File: config.mk
export PLATFORM = sky130hd
export DESIGN_NAME = misc_branchy_solver
export DESIGN_NICKNAME = d
export VERILOG_FILES = /design/src/rtl/misc_pkg.sv /design/src/rtl/misc_branchy_eval.sv /design/src/rtl/misc_branchy_solver.sv
export SDC_FILE = /design/constraint.sdc
export NUM_CORES = 1
export LEC_CHECK = 0
export CAP_MARGIN = 20
export CORE_ASPECT_RATIO = 1.75
export CORE_MARGIN = 2
export CORE_UTILIZATION = 45
export DETAILED_ROUTE_END_ITERATION = 10
export PLACE_DENSITY = 0.8
export SKIP_LAST_GASP = 1
export SLEW_MARGIN = 10
export SYNTH_ARGS = -nofsm -noshare
export SYNTH_HDL_FRONTEND = slang
export SYNTH_SLANG_ARGS = --single-unit
File: constraint.sdc
create_clock -name CLK -period 9.1 [get_ports CLK]
set_input_delay 2.275 -clock CLK [delete_from_list [all_inputs] [get_ports CLK]]
set_output_delay 2.275 -clock CLK [all_outputs]
set_load 0.03 [all_outputs]
File: src/rtl/misc_pkg.sv
// Shared definitions for the Misc "branchy" datapath and its exhaustive-search solver.
package misc_pkg;

    typedef enum logic [1:0] {
        IDLE,
        SEARCH,
        DONE
    } state_t;

    localparam int NA_DEF = 8;
    localparam int NB_DEF = 4;
    // Evaluation width; callers zero-extend their operands and keep the low bits of the result.
    localparam int MISC_W = 32;

    function automatic logic [MISC_W-1:0] misc_branchy(input logic [MISC_W-1:0] a,
                                                        input logic [MISC_W-1:0] bz);
        return (a > bz) ? (a + bz) : (a - bz);
    endfunction

endpackage

File: src/rtl/misc_branchy_eval.sv
// Combinational check: does branchy(cand, bz), taken mod 2**NA, equal the target y?
module misc_branchy_eval
    import misc_pkg::*;
#(
    parameter int NA = NA_DEF
) (
    input  logic [NA-1:0] cand,
    input  logic [NA-1:0] bz,
    input  logic [NA-1:0] y,
    output logic          match
);

    localparam logic [MISC_W-1:0] MASK = (MISC_W'(1) << NA) - MISC_W'(1);

    logic [MISC_W-1:0] res;

    always_comb begin
        res   = misc_branchy(MISC_W'(cand), MISC_W'(bz));
        match = ((res ^ MISC_W'(y)) & MASK) == '0;
    end

endmodule

File: src/rtl/misc_branchy_solver.sv
// Sequential inverse of the branchy datapath: scans every A for a given (Y, B) and
// reports the smallest match and the match count behind a valid/ready handshake.
module misc_branchy_solver
    import misc_pkg::*;
#(
    parameter int NA         = NA_DEF,
    parameter int NB         = NB_DEF,
    parameter int EARLY_EXIT = 0
) (
    input  logic          CLK,
    input  logic          RST,
    input  logic          IN_VALID,
    output logic          IN_READY,
    input  logic [NA-1:0] Y,
    input  logic [NB-1:0] B,
    output logic          OUT_VALID,
    input  logic          OUT_READY,
    output logic          FOUND,
    output logic [NA-1:0] A_OUT,
    output logic [NA:0]   NMATCH
);

    state_t        state, state_nx;
    logic [NA-1:0] y_q, y_nx;
    logic [NA-1:0] bz_q, bz_nx;
    logic [NA-1:0] cand, cand_nx;
    logic [NA-1:0] a_q, a_nx;
    logic          found_q, found_nx;
    logic [NA:0]   n_q, n_nx;
    logic          match;

    misc_branchy_eval #(.NA(NA)) u_eval (
        .cand  (cand),
        .bz    (bz_q),
        .y     (y_q),
        .match (match)
    );

    always_ff @(posedge CLK) begin
        if (RST) begin
            state   <= IDLE;
            y_q     <= '0;
            bz_q    <= '0;
            cand    <= '0;
            a_q     <= '0;
            found_q <= 1'b0;
            n_q     <= '0;
        end else begin
            state   <= state_nx;
            y_q     <= y_nx;
            bz_q    <= bz_nx;
            cand    <= cand_nx;
            a_q     <= a_nx;
            found_q <= found_nx;
            n_q     <= n_nx;
        end
    end

    always_comb begin
        state_nx = state;
        y_nx     = y_q;
        bz_nx    = bz_q;
        cand_nx  = cand;
        a_nx     = a_q;
        found_nx = found_q;
        n_nx     = n_q;
        unique case (state)
            IDLE: begin
                if (IN_VALID) begin
                    y_nx     = Y;
                    bz_nx    = {{(NA-NB){1'b0}}, B};
                    cand_nx  = '0;
                    a_nx     = '0;
                    found_nx = 1'b0;
                    n_nx     = '0;
                    state_nx = SEARCH;
                end
            end
            SEARCH: begin
                if (match) begin
                    n_nx = n_q + (NA+1)'(1);
                    if (!found_q) begin
                        a_nx     = cand;
                        found_nx = 1'b1;
                    end
                end
                // Terminal detect on all-ones so cand never wraps back to zero.
                if ((cand == '1) || ((EARLY_EXIT != 0) && match)) begin
                    state_nx = DONE;
                end else begin
                    cand_nx = cand + NA'(1);
                end
            end
            DONE: begin
                if (OUT_READY) state_nx = IDLE;
            end
            default: state_nx = IDLE;
        endcase
    end

    assign IN_READY  = (state == IDLE);
    assign OUT_VALID = (state == DONE);
    assign FOUND     = found_q;
    assign A_OUT     = a_q;
    assign NMATCH    = n_q;

endmodule

# --- After elaboration in Yosys (flattened, before gate mapping) ---
# Index checks and enable logic that the tools add are counted.
# W data, S select, Z words.
classes:
  add_sub_neg: 4
  eq_ne: 9
  n_reduce_logical: 8
  n_bitwise: 1
  n_mux: 17
  magnitude_cmp: 1
ops:
  columns: ["op", "n"]
  rows:
  - ["$mux W8", 5]
  - ["$logic_not A32 Y1", 1]
  - ["$pmux W8 S2", 2]
  - ["$mux W9", 2]
  - ["$pmux W9 S2", 1]
  - ["$ne A2 B2 Y1 const B", 5]
  - ["$add A9 B1 Y9 const B", 1]
  - ["$reduce_and A3 Y1", 3]
  - ["$add A8 B1 Y8 const B", 1]
  - ["$add A8 B4 Y8", 1]
  - ["$eq A8 B8 Y1 const B", 1]
  - ["$gt A8 B4 Y1", 1]
  - ["$sub A8 B4 Y8", 1]
  - ["$xor A8 B8 Y8", 1]
  - ["$mux W2", 3]
  - ["$pmux W2 S3", 1]
  - ["$reduce_and A4 Y1", 1]
  - ["$eq A2 B1 Y1 const B", 1]
  - ["$eq A2 B2 Y1 const B", 1]
  - ["$logic_not A2 Y1", 1]
  - ["$mux W1", 2]
  - ["$ne A2 B1 Y1 const B", 1]
  - ["$pmux W1 S2", 1]
  - ["$reduce_and A2 Y1", 1]
  - ["$reduce_bool A2 Y1", 1]
totals:
  output_inout_bits: 20
  in_bits: 16
  reg_bits: 40

# --- Logic depth before layout (Yosys ltp) ---
depth:
  depth_word: 6
  mapped_depth: 12

# --- By module ---
# A second synthesis with hierarchy kept.
hier_totals:
  hier_cells: 317
  hier_area_um2: 2610.0
modules_own_cells:
  columns: ["mod", "n_inst", "seq_area_each_um2", "cells_per_inst", "area_per_inst_um2"]
  rows:
  - ["misc_branchy_solver", 1, 800.8, 208, 1731.7]
  - ["misc_branchy_eval", 1, 0.0, 109, 878.3]

# --- Worst setup path after synthesis ---
# Ideal clock, no wire load.
synth_path:
  path_kind: "in2reg"
  start: "in IN_VALID"
  end: "reg cand[7]"
  setup_time_ns: 0.120
  path_slack_ns: 5.717
  t_required_ns: 8.980
  n_path_buf: 1
  cell_stages: 7
  arrival_ns: 3.263
  path_cell_list: "and2_1 clkbuf_1 nor2_1 nor3_1 and4_1 xnor2_1 nor2_1"
synth_between:
  elab_chain_len: 2
synth_lines:
  columns: ["item", "line", "text"]
  rows:
  - ["start, declared", "misc_branchy_solver.sv:12", "input logic IN_VALID,"]
  - ["$ne A2 B2 Y1 (no line)", null, null]
  - ["$reduce_and A3 Y1 (no line)", null, null]
  - ["end signal, assigned", "misc_branchy_solver.sv:52", "cand <= cand_nx;"]
  - ["end, declared", "misc_branchy_solver.sv:26", "logic [NA-1:0] cand, cand_nx;"]
# No other way between the ends.
# A chain may end at the register's enable or synchronous reset.

==> flow_summary.yaml <==
placement:
  gp_congestion: 0.893
  postPlaceCellArea_um2: 2610
  port_buffers: 35
  dp.cells: 342
  post-dp-hpwl_um: 3940
synthesis:
  yosys_warnings: 0
  synth_fa_ha_area_frac: 0.0737
  synthXorXnorAreaFrac: 0.0547
  synth_ff_type: "dfxtp_1"
  synth_compound_area_frac: 0.174
  ys_ff_latch: 40
  synthSimpleGateAreaFrac: 0.292
  syn_area_um2: 2240
  synthCells: 262
  syn_avg_cell_area_um2: 8.56
  muxShareOfSynthArea: 0.0134
  ys_types: 47
  synth_top_family_by_area: "simple AND/OR/NAND/NOR gates"
  ys_seq_area_frac: 0.357
  synthArstFlopShare: 0
  synth_enable_flop_cells: 0
  syn_nets: 290
clock_tree:
  post_cts_buffers: 0
  cts_resized: 0
  cts.sinks: 40
  max-clock-path-buffers: 2
  cts_htree_levels: 2
  cts_hold_buf: 0
  cts-buffers-inserted: 5
  cts_root_buffer: "clkbuf_8"
  path_clk_slew_ps: 80
  cts_tree: "done"
  clock_latency_ps: 290
sta:
  worst_pin_slew_ps: 818
  report.final.slew_viol_count: 0
  rsz0062_at_grt: "no"
  clock_skew_ps: 8.58
  slew_headroom: 0.453
  finalSetupViolCount: 0
  period_share: 0.444
  hold_violations: 0
  fmax_mhz: 247
  min_period_ps: 4040
  finalSetupTns_ps: 0
critical_path:
  r2r_slack_ps: 5790
  critPathMaxStageDelay_ps: 820
  arrival_ps: 4280
  worstReg2RegStart: "cand[0]"
  rr_worst_depth: 11
  cp_max_fo: 21
  path_class: "in2reg"
  crit_chain: "clkdlybuf4s50_1, a41oi_1, nand4_1, a21oi_1, a21o_1"
  cp_slowest_cell: "clkdlybuf4s50_1"
  crit_buf_inv: 1
  start_kind: "primary input"
  required_ps: 9340
  crit_family: "buffers and inverters"
  reg2reg_to: "NMATCH[5]"
  crit_path_end_kind: "register"
die:
  ios: 36
  die_y_um: 97.4
  die-area_um2: 5590
  core_area_um2: 4890
  start_util: 0.458
  rows: 34
  die_w_um: 57.4
finish:
  utilization: 0.553
  instances_no_fill: 350
  layout.nets: 323
  drive_gt1_frac: 0.0642
  area_growth_pct: 20.6
  final_common_cell: "dfxtp_1"
  antennaDiodeCount: 0
  stdcell_area_um2: 2710
  layout_common_cells: "dfxtp_1, nand2_1, clkdlybuf4s50_1"
power:
  ir_worst_vdd_mv: 0.100
  power-per-cell-area_nw_per_um2: 138
  p_leak_uw: 0.00108
route:
  dr.pass1.iters: 4
  vias_per_cell: 5.49
  wire_per_inst_um: 14.1
  drtAntennaViolNets: 0
  vias: 1920
  routed_wl_um: 4930
  drtIter0Drc: 61
  drc: 0
min_path:
  hold_depth: 2
  min_to: "y_q[0]"
  holdCritPathClass: "reg2reg"
  hold_path_startpoint: "y_q[0]"
flow_run:
  cap_violations: 0
global_route:
  grt_overflow: 0
  grt_usage: 0.191
  grt_first_pass_wirelength_um: 8470
  antenna_found_initial: 0
  first_global_vias: 1880
  grt_max_degree: 22
outcome:
  outcome: "finished, final reports clean"
[synthesized netlist by cell type, types with 2 or more instances]
cell,n,area share
a22o_1,8,0.031
clkbuf_1,5,0.0084
mux2i_1,3,0.013
nor2b_1,3,0.0084
a21o_1,9,0.030
o21a_1,2,0.0067
inv_1,8,0.013
xnor2_1,8,0.031
nand3_1,11,0.025
nand2_1,36,0.060
nor2_1,21,0.035
dfxtp_1,40,0.36
nand2b_1,9,0.025
a22oi_1,2,0.0067
or2_2,3,0.0084
nor4_4,3,0.028
a21oi_1,24,0.054
and3_1,7,0.020
fa_1,2,0.018
nor3_1,3,0.0067
ha_1,10,0.056
and2b_1,2,0.0067
xor2_1,6,0.023
nand4_1,4,0.011
and2_1,4,0.011
o21ai_0,5,0.011
buf_2,2,0.0045
or3_1,3,0.0084
[metrics by stage]
step           hold slack [ps]  setup WS [ps]  total power (uW)
3_3_place_gp               460           4890               254
3_5_place_dp               462           4830               255
6_report                   472           5060               372
4_1_cts                    473           5120               376
5_1_grt                    485           4950               390
2_1_floorplan              448           5720               236
[metal layers]
metal | GRT usage | vias up | routed length [um]
li1 | - | 977 | -
met1 | 0.210 | 869 | 1910
met2 | 0.328 | 58 | 2640
met3 | 0.0360 | 16 | 166
met4 | 0.109 | 0 | 209
met5 | 0 | - | 0
[registers in the layout, indices dropped and copies added, names as in the netlist]
register / flops
A_OUT: 8
cand: 8
NMATCH: 9
FOUND: 1
bz_q: 4
y_q: 8
state: 2
[power by group]
group,internal (uW),total (uW),switching (uW)
Sequential,179,183,4.12
Clock,60.5,121,60.3
Combinational,29.3,67.9,38.6
[worst reg2reg max path: stages, from the launching register on]
cell      delay, ps
dfxtp_1         440
inv_1            90
ha_1            230
fa_1            450
nor2b_4         150
o221ai_2        170
and3_1          220
o21a_1          210
nor4_4          420
nand4_1         430
a21oi_1         310
a21o_1          130
[cells by family (layout without fill, tap and decap cells)]
family,after synthesis,count (layout)
and+or+nand+nor,117,117
AOI/OAI and AO/OA,59,59
DFF,40,40
buffers and inverters,17,51
xor gates and xnor gates,14,14
adders and majority gates,12,12
muxes,3,3
[final cells by class]
cell class,instances,area [um2]
Tap cell,54,67.6
Sequential cell,40,801
Inverter,8,30.0
Clock buffer,6,82.6
Clock inverter,2,10.0
Fill cell,456,2190
Timing Repair Buffer,35,350
Multi-Input combinational cell,205,1360
[worst max path at each step]
stage                     startpoint        end  slack, ps  cells after the start
final                            RST  NMATCH[5]       5060                      5
after global routing             RST  NMATCH[5]       4950                      5
after CTS                        RST  NMATCH[5]       5120                      5
after detailed placement         RST  NMATCH[5]       4830                      5
after global placement           RST  NMATCH[8]       4890                      5
after floorplan             IN_VALID    cand[7]       5720                      7
Power figures use the tool's default switching activity.
